[src/rtl/spi_frame_dispatcher.sv]
// SPI frame dispatcher: stages per-phase duty words from SPI frames and commits them at the carrier peak, with a run watchdog.
// Optional build macro SPI_PARITY_CHECK_EN rejects frames with odd parity or nonzero reserved bits.
module spi_frame_dispatcher #(
   parameter logic [11:0] DUTY_MAX   = 12'd4000,
   parameter logic [11:0] DUTY_MID   = 12'd2000,
   parameter logic [23:0] WDT_CYCLES = 24'd2000000
) (
   input  logic        clk,
   input  logic        reset,
   input  logic        frame_valid,
   input  logic [26:0] frame_data,
   input  logic        carrier_sync,
   output logic [11:0] duty_a,
   output logic [11:0] duty_b,
   output logic [11:0] duty_c,
   output logic        duty_update,
   output logic        enable,
   output logic        fault,
   output logic [7:0]  frame_err_cnt
);

   typedef enum logic [1:0] {
      IDLE    = 2'd0,
      COLLECT = 2'd1,
      ARMED   = 2'd2,
      FAULT   = 2'd3
   } state_t;

   state_t      state;
   state_t      state_next;
   logic [11:0] sh_a;
   logic [11:0] sh_b;
   logic [11:0] sh_c;
   logic [2:0]  mask;
   logic [23:0] wdt;

   logic [1:0]  addr;
   logic [11:0] value;
   logic [11:0] value_clamped;
   logic [2:0]  phase_bit;
   logic        frame_ok;
   logic        accepted;
   logic        is_phase;
   logic        is_ctrl;
   logic        run_req;
   logic        fault_clr;
   logic        running;
   logic        wdt_expired;

   logic        load_phase;
   logic        commit;
   logic        go_safe;
   logic        wdt_clear;

   assign addr  = frame_data[26:25];
   assign value = frame_data[24:13];

`ifdef SPI_PARITY_CHECK_EN
   assign frame_ok = ~(^frame_data) && (frame_data[12:1] == 12'd0);
`else
   logic unused_bits;
   assign unused_bits = ^frame_data[12:0];
   assign frame_ok    = 1'b1;
`endif

   assign accepted      = frame_valid && frame_ok;
   assign is_ctrl       = accepted && (addr == 2'b11);
   assign is_phase      = accepted && (addr != 2'b11);
   assign run_req       = value[0];
   assign fault_clr     = value[1];
   assign value_clamped = (value > DUTY_MAX) ? DUTY_MAX : value;
   assign running       = (state == COLLECT) || (state == ARMED);
   // An accepted frame in the expiry cycle keeps the watchdog alive.
   assign wdt_expired   = (wdt == (WDT_CYCLES - 24'd1)) && !accepted;
   assign fault         = (state == FAULT);

   always_comb begin
      phase_bit = 3'b000;
      case (addr)
         2'b00:   phase_bit = 3'b001;
         2'b01:   phase_bit = 3'b010;
         2'b10:   phase_bit = 3'b100;
         default: phase_bit = 3'b000;
      endcase
   end

   always_ff @(posedge clk) begin
      if (reset) begin
         state <= IDLE;
      end else begin
         state <= state_next;
      end
   end

   // Stop request beats watchdog expiry, which beats a commit at the carrier peak.
   always_comb begin
      state_next = state;
      load_phase = 1'b0;
      commit     = 1'b0;
      go_safe    = 1'b0;
      wdt_clear  = 1'b0;
      case (state)
         IDLE: begin
            load_phase = is_phase;
            if (is_ctrl && run_req) begin
               state_next = COLLECT;
               wdt_clear  = 1'b1;
            end
         end
         COLLECT, ARMED: begin
            if (is_ctrl && !run_req) begin
               state_next = IDLE;
               go_safe    = 1'b1;
               wdt_clear  = 1'b1;
            end else if (wdt_expired) begin
               state_next = FAULT;
               go_safe    = 1'b1;
               wdt_clear  = 1'b1;
            end else begin
               load_phase = is_phase;
               wdt_clear  = accepted;
               if ((state == ARMED) && carrier_sync) begin
                  commit     = 1'b1;
                  state_next = COLLECT;
                  wdt_clear  = 1'b1;
               end else if ((state == COLLECT) && (mask == 3'b111)) begin
                  state_next = ARMED;
               end
            end
         end
         FAULT: begin
            if (is_ctrl && fault_clr) begin
               state_next = IDLE;
            end
         end
         default: state_next = IDLE;
      endcase
   end

   // Commit reads the shadows before this cycle's frame lands in them.
   always_ff @(posedge clk) begin
      if (reset) begin
         sh_a        <= DUTY_MID;
         sh_b        <= DUTY_MID;
         sh_c        <= DUTY_MID;
         mask        <= 3'b000;
         duty_a      <= DUTY_MID;
         duty_b      <= DUTY_MID;
         duty_c      <= DUTY_MID;
         duty_update <= 1'b0;
         enable      <= 1'b0;
         wdt         <= 24'd0;
      end else begin
         duty_update <= commit;

         if (go_safe) begin
            duty_a <= DUTY_MID;
            duty_b <= DUTY_MID;
            duty_c <= DUTY_MID;
            enable <= 1'b0;
         end else if (commit) begin
            duty_a <= sh_a;
            duty_b <= sh_b;
            duty_c <= sh_c;
            enable <= 1'b1;
         end

         if (load_phase) begin
            case (addr)
               2'b00:   sh_a <= value_clamped;
               2'b01:   sh_b <= value_clamped;
               2'b10:   sh_c <= value_clamped;
               default: ;
            endcase
         end

         if (go_safe) begin
            mask <= 3'b000;
         end else if (commit) begin
            mask <= load_phase ? phase_bit : 3'b000;
         end else if (load_phase) begin
            mask <= mask | phase_bit;
         end

         if (wdt_clear || !running) begin
            wdt <= 24'd0;
         end else begin
            wdt <= wdt + 24'd1;
         end
      end
   end

`ifdef SPI_PARITY_CHECK_EN
   always_ff @(posedge clk) begin
      if (reset) begin
         frame_err_cnt <= 8'd0;
      end else if (frame_valid && !frame_ok && (frame_err_cnt != 8'hFF)) begin
         frame_err_cnt <= frame_err_cnt + 8'd1;
      end
   end
`else
   always_ff @(posedge clk) begin
      frame_err_cnt <= 8'd0;
   end
`endif

endmodule

[config.mk]
export PLATFORM = sky130hd
export DESIGN_NAME = spi_frame_dispatcher
export DESIGN_NICKNAME = d
export VERILOG_FILES = /design/src/rtl/spi_frame_dispatcher.sv
export SDC_FILE = /design/constraint.sdc
export NUM_CORES = 1
export LEC_CHECK = 0
export ABC_AREA = 0
export BUFFER_PORTS_ARGS = -buffer_cell sky130_fd_sc_hd__buf_4
export CORE_MARGIN = 2
export CORE_UTILIZATION = 56
export DETAILED_ROUTE_END_ITERATION = 8
export MAX_ROUTING_LAYER = met4
export PLACE_DENSITY_LB_ADDON = 0.3
export SYNTH_ARGS = -nofsm -noshare
export SYNTH_HDL_FRONTEND = slang
export SYNTH_SLANG_ARGS = --single-unit
[constraint.sdc]
create_clock -name clk -period 3.1 [get_ports clk]
set_input_delay 0.155 -clock clk [delete_from_list [all_inputs] [get_ports clk]]
set_output_delay 0.155 -clock clk [all_outputs]
set_load 0.05 [all_outputs]
==> impl_results.md, run 1 <==
* Initial antenna violation count at 0
* Final Cell Area at 5100 sq um
* Non-Filler Instances at ~620
* Vias in the first global route at 3192
* Complex-gate fraction of the synthesized area at 7.91%
* Total vias in the final route at 3448
* Peak supply drop at 0.323 mV
* Family with the most delay on the worst path: simple AND/OR/NAND/NOR gates
* Crit-path cells: inv_1 > ha_1 > nor2_1 > or4b_1 > and3_1 > a31o_2
* Hold path startpoint: frame_data[22]
* Critical R2R Launch: state[0]$_SDFFE_PP0P_
* # rows at 32
* Simple-Gate Fraction of Synth Area at 25.6%
* Fmax achieved at 0.389 GHz
* Min cycle time layout at 2.57 ns
* Mux share of post-synthesis cell area at 8.30%
* Setup violators final at 0
* Area of the multi-input gates at 2160 sq um
* CP Max Fanout at 16
* Synth cell count leaders: dfxtp_1, nor2_1, nand2_1, mux2i_1, nand3_1
* Avg Inst Size Synth at around 9.4 sq um
* Synth area leader: dfxtp_1
* Post-synth EDFFs at 0
* Worst slew pin tran at 0.948 ns
* Clock Path Buffers at 2
* Worst Setup End Kind: flop
* Worst Setup SP: state[0]$_SDFFE_PP0P_
* I/O pins at 78
* Routed Wire Length at 9.36 mm
* Post-synthesis xor/xnor area fraction at 4.32%
* Hold Vio Cnt, Final at 0
* Worst relative slew slack at a little over a third
* Layout cells sized above 1 at 21.9%
* Worst setup margin at 0.529 ns
* #FFs+latches synth at slightly above 100
* Clk Latency, worst-skew pair at 0.37 ns
* Clk root buf: clkbuf_8
* CP Class: flop to flop
* Core area at 7730 sq um
* Synthesis-to-finish area growth at 14.4%
* CTS clk-pin slew, worst paths at 0.10 ns
* Worst path buffer plus inverter count at 1
* Synth Flop Type: dfxtp_1
* Slew Viols, Final at 0
* Count leader, synth: dfxtp_1
* Hold-fix buffers, CTS at 0
* Routed WL per cell at approximately 15 microns
* Num CTS Buffers at 9
* H-Tree Depth at 3
* DIE WIDTH at 93.3 microns
* Status: finished clean
* Setup TNS at 0 ns
* Worst Clk Skew at 0.00759 ns
* Hold Path Class: primary input to flop
* First-pass GRT wire length at 15.3 mm
* Sequential share of the synthesized area at 46.2%
* Gr ovfl total at 0
* P_leak at 2.22 nW
* Total power at about 2.5 mW
* DP Wirelength at about 6.4 mm
* DRC viols at 0
* Main combinational cell family by area after synthesis: simple AND/OR/NAND/NOR gates
* Gr usage total at 22.7%
* CP startpoint kind: flop
* Placed Area at 4880 sq um
* Synth top area cells: dfxtp_1, mux2i_1, nor2_1
* Cell Area, Synth at 4460 sq um
* NumNets Final at 553
* PortBufs at 56
* Fillers at ~630
* CTS Sinks at 103
* CP Data Arrival Time at 2.84 ns
* RSZ-0062 raised after global routing: false
* Setup WS pre-CTS at ~0.60 ns
* Setup Fix Bufs, Post-CTS at 0
* Drt initial violations at 155
* Vias/cell at 5.53
* Share of the synthesized area in the top cell type at 46.2%
* Slowest-stage cell, CP: or4b_1
* Adder-Cell Fraction of Synth Area at 1.68%
* Dpl cells at 607
* Ys async rst share at 0%
* Initial Util at 57.8%
* Cell count after synthesis at 473
* Fin crit share at between 80% and 90%
* Pwr Density at 493 nW/um^2
* Slowest cell delay on critical path at 0.77 ns
* Antenna-violating nets left at 0
* CTS tree: yes
* Largest net degree at the start of global routing at 42
* CTS resizes at 0
* Maxcap violations at 0
* Die area at 8700 sq um
* Die H at 93.3 microns
* Netlist cell types at 53
* Required @ worst endpoint at roughly 3.4 ns
* YS warnings at 0
* Diodes inserted at 0
* Flip-flop and latch area at 2060 sq um
* DR pass1 iterations at 5
* GPL Wtd Cong at 0.875
## power by group
group	internal (mW)	total [mW]	switching [mW]
Clock	0.466	0.942	0.476
Combinational	0.0657	0.203	0.137
Sequential	1.35	1.37	0.0192
Total	1.89	2.52	0.632
## layer usage
layer | wire length [microns] | vias to the layer above | share of wire, % | GRT usage [%]
met5 | 0 | - | 0 | -
li1 | - | 1713 | - | -
met1 | 4340 | 1637 | 46 | 30.5
met4 | 114 | 0 | 1.2 | 7.60
met2 | 4460 | 88 | 48 | 35.4
met3 | 433 | 10 | 4.6 | 3.14
## flip-flops by register name (all words and copies together), names as in the netlist
register,cells
mask,3
wdt,24
enable,1
sh_a,12
duty_c,12
duty_update,1
state,2
duty_b,12
sh_c,12
sh_b,12
duty_a,12
## placed cells by master, fill, tap and decap left out, types with 2 or more instances in the layout
master and n:
a211oi_1 3, a21oi_1 13, a31o_2 6, a31oi_1 2, and3_1 7, and4_1 2
buf_4 60, bufinv_16 2, clkbuf_8 9, conb_1 8, dfxtp_1 103, ha_1 6
inv_1 15, inv_6 2, mux2i_1 37, nand2_1 44, nand2b_1 2, nand3_1 35
nand4_1 8, nor2_1 52, nor3_1 11, nor3_2 18, nor4_1 2, nor4_2 4
nor4b_2 2, o211ai_1 10, o21a_1 2, o21ai_0 2, o31ai_1 3, or4_1 3
or4b_1 2, xnor2_1 15, xor2_1 7
## stage by stage
step           util, %  hold slack [ns]
6_report          66.1           0.0470
5_1_grt           66.1           0.0515
4_1_cts           66.1           0.0452
3_5_place_dp      63.1            0.425
3_3_place_gp      63.1            0.422
2_1_floorplan        -            0.279
## path summary, 6_finish.rpt
kind,to,slack (ns),depth (start not counted)
min,sh_a[9]$_SDFFE_PP1P_,0.05,3
max reg2reg,sh_c[1]$_SDFFE_PP0P_,0.53,6
max,sh_c[1]$_SDFFE_PP0P_,0.53,6
min reg2reg,sh_c[11]$_SDFFE_PP0P_,0.46,2
## tightest hold or removal path: stages
cell	delay, ns
buf_4	0.11
nand2_1	0.05
nand3_1	0.07
## logic make-up (layout without fill, tap and decap cells)
family          Yosys count  after routing
xor+xnor                 22             22
buf+inv                  51             92
simple gates            204            204
compound gates           49             49
other cells               1              8
mux                      37             37
fa+ha+maj                 6              6
flops                   103            103
## area by class of cell
cell class | count | share of cell area, %
Multi-Input combinational cell | 326 | 42.4
Sequential cell | 103 | 40.4
Timing Repair Buffer | 61 | 9.22
Tap cell | 102 | 2.50
Clock buffer | 9 | 2.43
Clock inverter | 7 | 2.01
Inverter | 15 | 1.10
(Power assumes the default switching activity.)
==> run 2, diff against run 1 <==
==> constraint.sdc (replaced) <==
create_clock -name clk -period 2.6 [get_ports clk]
set_input_delay 0.13 -clock clk [delete_from_list [all_inputs] [get_ports clk]]
set_output_delay 0.13 -clock clk [all_outputs]
set_load 0.05 [all_outputs]
==> impl_results.md, run 2 (synthesis gave the netlist of run 1 again) <==
* Diodes inserted at 0 (unchanged)
* CTS resizes at 0 (unchanged)
* Antenna-violating nets left at 0 (unchanged)
* DR pass1 iterations at 4 (-1)
* Drt initial violations at 173 (+12%)
* CP Class: flop to flop
* First-pass GRT wire length at 15.2 mm (-0.58%)
* Routed WL per cell at 14.7 microns (-2.0%)
* Required @ worst endpoint at 2.84 ns (-0.53 ns)
* Die H at 93.3 microns (unchanged)
* Synthesis-to-finish area growth at 15.3%
* Status: finished clean
* CTS tree: yes
* Slowest-stage cell, CP: o31a_2
* # rows at 32 (unchanged)
* Vias/cell at 5.60 (+1.2%)
* P_leak at 2.24 nW (+0.97%)
* Worst relative slew slack at 33.7% (-2.9 points)
* H-Tree Depth at 3 (unchanged)
* CP Data Arrival Time at 2.54 ns (-0.30 ns)
* Largest net degree at the start of global routing at 43 (+2.4%)
* Crit-path cells: ha_1 > inv_1 > or2_2 > nor4_4 > o31a_2 > nor2_1
* Fmax achieved at 0.434 GHz (+12%)
* Worst Clk Skew at 0.0143 ns (+0.00675 ns)
* GPL Wtd Cong at 0.830 (-5.2%)
* Vias in the first global route at 3231 (+1.2%)
* RSZ-0062 raised after global routing: false
* Top reg by flops: wdt
* Fin crit share at 88.6% (+5.6 points)
* Finished Core Util at 66.6% (+0.55 points)
* CTS clk-pin slew, worst paths at 0.10 ns (about the same)
* Final Cell Area at 5150 sq um (+0.83%)
* Slew Viols, Final at 0 (unchanged)
* Clock Path Buffers at 2 (unchanged)
* Hold-fix buffers, CTS at 0 (unchanged)
* Hold Path Class: primary input to flop
* Routed Wire Length at 9.23 mm (-1.4%)
* DRC viols at 0 (unchanged)
* Clk Latency, worst-skew pair at 0.37 ns (about the same)
* Setup TNS at 0 ns (unchanged)
* DIE WIDTH at 93.3 microns (unchanged)
* Commonest cells after routing, fill and taps aside: dfxtp_1, buf_4, nor2_1
* Pwr Density at 583 nW/um^2 (+18%)
* Switching pwr at 0.751 mW (+19%)
* Initial Util at 57.8% (unchanged)
* Total vias in the final route at 3512 (+1.9%)
* Layout cells sized above 1 at 22.5% (+0.60 points)
* Internal Pwr Total at 2.25 mW (+19%)
* Worst Setup End Kind: flop
* Clock network power share at 37.2% (-0.2 points)
* Num CTS Buffers at 9 (unchanged)
* Gr ovfl total at 0 (unchanged)
* Die area at 8700 sq um (unchanged)
* NumNets Final at 557 (+0.72%)
* Maxcap violations at 0 (unchanged)
* I/O pins at 78 (unchanged)
* Worst path buffer plus inverter count at 1 (unchanged)
* Max reg flops at 24 (unchanged)
* Placed Area at 4920 sq um (+0.87%)
* Setup Fix Bufs, Post-CTS at 0 (unchanged)
* Gr usage total at 22.2% (-0.45 points)
* Initial antenna violation count at 0 (unchanged)
* Clk root buf: clkbuf_8
* Core area at 7730 sq um (unchanged)
* Slowest cell delay on critical path at 0.52 ns (-0.25 ns)
* Hold Vio Cnt, Final at 0 (unchanged)
* Family with the most delay on the worst path: simple AND/OR/NAND/NOR gates
* DP Wirelength at 6.35 mm (-1.4%)
* Comb pwr share at 8.3% (+0.2 points)
* Min cycle time layout at 2.30 ns (-0.268 ns)
* CP startpoint kind: flop
* Commonest non-fill, non-tap cell in the layout: dfxtp_1
* Peak supply drop at 0.355 mV (+10%)
* Setup violators final at 0 (unchanged)
* PortBufs at 56 (unchanged)
* Worst slew pin tran at 0.992 ns (+0.0441 ns)
* CP Max Fanout at 24 (+8)
* CTS Sinks at 103 (unchanged)
* Flop pwr share at 54.5% (about the same)
* Switching Share at 25.0% (-0.093 points)
[run 2: cell count changes in the layout (fill, tap and decap cells not counted), sizes merged]
cell,previous run,this run
clkinv,2,3
inv,18,17
buf,61,65
[run 2: area by class of cell]
| cell class | count | area, sq um |
|---|---|---|
| flip-flops and latches | 103 | 2060 |
| clock inverters | 7 | 103 |
| clock buffers | 9 | 124 |
| fillers | 617 | 2580 |
| multi-input cells | 326 | 2160 |
| inverters | 15 | 56.3 |
| repair buffers | 65 | 513 |
| well taps | 102 | 128 |
[run 2: power by group through the flow]
stage | sequential (mW) | combinational (mW) | clock (mW)
detailed placement | 1.67 | 0.244 | 0
global route | 1.64 | 0.271 | 1.20
finish | 1.64 | 0.249 | 1.12
CTS | 1.64 | 0.247 | 1.14
floorplan | 1.66 | 0.183 | 0
global placement | 1.67 | 0.238 | 0
[run 2: worst paths after layout]
| check | start | endpoint | slack, ns | depth (start not counted) |
|---|---|---|---|---|
| setup / recovery | wdt[0]$_SDFF_PP0_ | wdt[6]$_SDFF_PP0_ | 0.30 | 6 |
| hold reg to reg | sh_b[11]$_SDFFE_PP0P_ | sh_b[11]$_SDFFE_PP0P_ | 0.47 | 2 |
| hold / removal | frame_data[22] | sh_c[9]$_SDFFE_PP1P_ | 0.02 | 3 |
| setup reg to reg | wdt[0]$_SDFF_PP0_ | wdt[6]$_SDFF_PP0_ | 0.30 | 6 |
[run 2: metal layers]
| layer | part of all wire (%) | routed length, microns | track usage, % | up-vias |
|---|---|---|---|---|
| li1 | - | - | - | 1721 |
| met1 | 45 | 4130 | 29.5 | 1672 |
| met2 | 48 | 4470 | 35.1 | 105 |
| met3 | 5.4 | 496 | 4.03 | 14 |
| met4 | 1.3 | 123 | 5.88 | 0 |
| met5 | 0 | 0 | - | - |
[run 2: stage by stage]
| stage | hold WS [ns] | setup slack (ns) | instances | power [mW] |
|---|---|---|---|---|
| floorplan | 0.254 | 0.289 | 480 | 1.85 |
| global placement | 0.399 | 0.375 | 611 | 1.91 |
| detailed placement | 0.395 | 0.289 | 611 | 1.92 |
| CTS | 0.00705 | 0.256 | 627 | 3.02 |
| global route | 0.0158 | 0.0824 | 627 | 3.11 |
| finish | 0.0230 | 0.298 | 627 | 3.00 |
[run 2: worst register-to-register path, cell delays in order (launching register included)]
cell,delay [ns]
dfxtp_1,0.39
ha_1,0.24
inv_1,0.15
or2_2,0.37
nor4_4,0.41
o31a_2,0.52
nor2_1,0.10
==> run 3, diff against run 2 <==
--- a/config.mk
+++ b/config.mk
@@ -12,6 +12,7 @@
 export DETAILED_ROUTE_END_ITERATION = 8
 export MAX_ROUTING_LAYER = met4
 export PLACE_DENSITY_LB_ADDON = 0.3
+export REMOVE_ABC_BUFFERS = 1
 export SYNTH_ARGS = -nofsm -noshare
 export SYNTH_HDL_FRONTEND = slang
 export SYNTH_SLANG_ARGS = --single-unit
==> impl_results.md, run 3 (synthesis gave the netlist of run 1 again) <==
* Slowest cell delay on critical path at 0.52 ns (about the same)
* P_leak at 2.23 nW (-0.40%)
* Vias/cell at 5.34 (-4.7%)
* Clk root buf: clkbuf_8
* Fin crit share at 88.4% (-0.13 points)
* Maxcap violations at 0 (unchanged)
* Clk Latency, worst-skew pair at 0.36 ns (about the same)
* Initial Util at 57.8% (unchanged)
* Critical R2R Capture: wdt[12]$_SDFF_PP0_
* Num CTS Buffers at 9 (unchanged)
* Die H at 93.3 microns (unchanged)
* Fillers at 632 (+2.4%)
* H-Tree Depth at 3 (unchanged)
* CTS tree: yes
* Worst slew pin tran at 0.950 ns (-0.0426 ns)
* CP Data Arrival Time at 2.54 ns (about the same)
* Flop pwr share at 57.9% (+3.4 points)
* WL met1 at 4.21 mm (+1.8%)
* NumNets Final at 559 (+0.36%)
* DRC viols at 0 (unchanged)
* DP Wirelength at 6.33 mm (-0.37%)
* Top reg by flops: wdt
* Commonest cells after routing, fill and taps aside: dfxtp_1, buf_4, nor2_1
* Fmax achieved at 0.435 GHz (+0.15%)
* GPL Wtd Cong at 0.857 (+3.3%)
* Setup TNS at 0 ns (unchanged)
* Met2 routed WL at 4.20 mm (-6.0%)
* # rows at 32 (unchanged)
* Gr ovfl total at 0 (unchanged)
* WHS at 0.0156 ns (-0.00739 ns)
* Switching pwr at 0.755 mW (+0.58%)
* Core area at 7730 sq um (unchanged)
* Worst relative slew slack at 36.2% (+2.5 points)
* Family with the most delay on the worst path: simple AND/OR/NAND/NOR gates
* Critical R2R Launch: wdt[0]$_SDFF_PP0_
* Crit-path cells: ha_1 > inv_1 > or2_2 > nor4_4 > o31a_2 > nor2_1
* CP Max Fanout at 24 (unchanged)
* Drt initial violations at 140 (-19%)
* CP startpoint kind: flop
* PortBufs at 56 (unchanged)
* Worst Clk Skew at 0.00867 ns (-0.00568 ns)
* DIE WIDTH at 93.3 microns (unchanged)
* Worst Setup End Kind: flop
* Hold Vio Cnt, Final at 0 (unchanged)
* Met3 Routed Length at 349 microns (-30%)
* FF-to-FF setup slack at 0.30 ns (about the same)
* Diodes inserted at 0 (unchanged)
* Clock Path Buffers at 2 (unchanged)
* DR pass1 iterations at 4 (unchanged)
* Status: finished clean
* Vias in the first global route at 3117 (-3.5%)
* Routed Wire Length at 8.85 mm (-4.1%)
* CTS resizes at 0 (unchanged)
* Total vias in the final route at 3357 (-4.4%)
* CP Class: flop to flop
* Largest net degree at the start of global routing at 43 (unchanged)
* Initial antenna violation count at 0 (unchanged)
* Peak supply drop at 0.313 mV (-12%)
* Required @ worst endpoint at 2.84 ns (about the same)
* Hold Path Class: primary input to flop
* Worst Setup SP: wdt[0]$_SDFF_PP0_
* Worst path buffer plus inverter count at 1 (unchanged)
* Gr usage total at 21.8% (-0.43 points)
* Comb pwr share at 8.7% (+0.4 points)
* Highest metal used: met4
* Commonest non-fill, non-tap cell in the layout: dfxtp_1
* Pwr Density at 551 nW/um^2 (-5.6%)
* Setup violators final at 0 (unchanged)
* Finished Core Util at 66.3% (-0.32 points)
* Cell count along the critical path at 6 (unchanged)
* Internal Pwr Total at 2.07 mW (-8.2%)
* Slew Viols, Final at 0 (unchanged)
* R2R depth at 6 (unchanged)
* Setup Fix Bufs, Post-CTS at 0 (unchanged)
* Worst Setup EP: wdt[12]$_SDFF_PP0_
* Final Cell Area at 5120 sq um (-0.49%)
* Hold-fix buffers, CTS at 0 (unchanged)
* Synthesis-to-finish area growth at 14.8%
* Total power at 2.82 mW (-6.0%)
* Die area at 8700 sq um (unchanged)
* Antenna-violating nets left at 0 (unchanged)
* First-pass GRT wire length at 14.7 mm (-3.0%)
* Layout cells sized above 1 at 22.8% (+0.29 points)
* Switching Share at 26.8% (+1.8 points)
* CTS clk-pin slew, worst paths at 0.10 ns (about the same)
* CTS Sinks at 103 (unchanged)
* RSZ-0062 raised after global routing: false
* Placed Area at 4940 sq um (+0.31%)
* I/O pins at 78 (unchanged)
* Min cycle time layout at 2.30 ns (-0.00348 ns)
* Routed WL per cell at 14.1 microns (-4.4%)
* Max reg flops at 24 (unchanged)
* Slowest-stage cell, CP: o31a_2
* Clock network power share at 33.4% (-3.8 points)
[run 3: cell count changes in the layout (fill, tap and decap cells not counted), sizes merged]
cell / previous run / this run
buf: 65 / 67
bufinv: 2 / 0
clkinv: 3 / 4
inv: 17 / 18
[run 3: layer usage]
layer / global-route usage (%) / up-vias
li1: - / 1724
met1: 29.0 / 1555
met2: 34.6 / 67
met3: 3.30 / 11
met4: 6.50 / 0
met5: - / -
[run 3: worst reg2reg max path: stages (launching register included)]
cell     delay (ns)
dfxtp_1        0.39
ha_1           0.24
inv_1          0.15
or2_2          0.37
nor4_4         0.41
o31a_2         0.52
nor2_1         0.11
[run 3: metrics by stage]
stage | std cells | setup WS (ns)
6_report | 629 | 0.301
5_1_grt | 629 | 0.116
4_1_cts | 629 | 0.289
3_5_place_dp | 613 | 0.320
3_3_place_gp | 613 | 0.366
2_1_floorplan | 444 | -0.0570
[run 3: how the worst min path moves through the flow]
| stage | cells after the start | end | from | slack (ns) |
|---|---|---|---|---|
| 4_1_cts | 3 | sh_b[9]$_SDFFE_PP1P_ | frame_data[22] | 0.004 |
| 6_report | 3 | sh_b[8]$_SDFFE_PP1P_ | frame_data[21] | 0.02 |
| 3_5_place_dp | 3 | sh_b[9]$_SDFFE_PP1P_ | frame_data[22] | 0.38 |
| 3_3_place_gp | 3 | sh_c[8]$_SDFFE_PP1P_ | frame_data[21] | 0.38 |
| 5_1_grt | 2 | sh_b[2]$_SDFFE_PP0P_ | frame_data[15] | 0.01 |
| 2_1_floorplan | 1 | sh_a[11]$_SDFFE_PP0P_ | reset | 0.20 |
[run 3: layout make-up]
class / count / area, sq um / area share (%)
Sequential cell: 103 / 2060 / 40.3
Timing Repair Buffer: 67 / 528 / 10.3
Clock inverter: 7 / 62.6 / 1.22
Clock buffer: 9 / 124 / 2.42
Inverter: 15 / 56.3 / 1.10
Multi-Input combinational cell: 326 / 2160 / 42.2
Tap cell: 102 / 128 / 2.49
[run 3: power groups by stage]
stage | clock, mW | combinational, mW | sequential (mW)
after floorplan | 0 | 0.154 | 1.66
after global placement | 0 | 0.237 | 1.67
after detailed placement | 0 | 0.243 | 1.67
after CTS | 0.971 | 0.245 | 1.64
after global routing | 1.01 | 0.271 | 1.64
final | 0.942 | 0.246 | 1.63
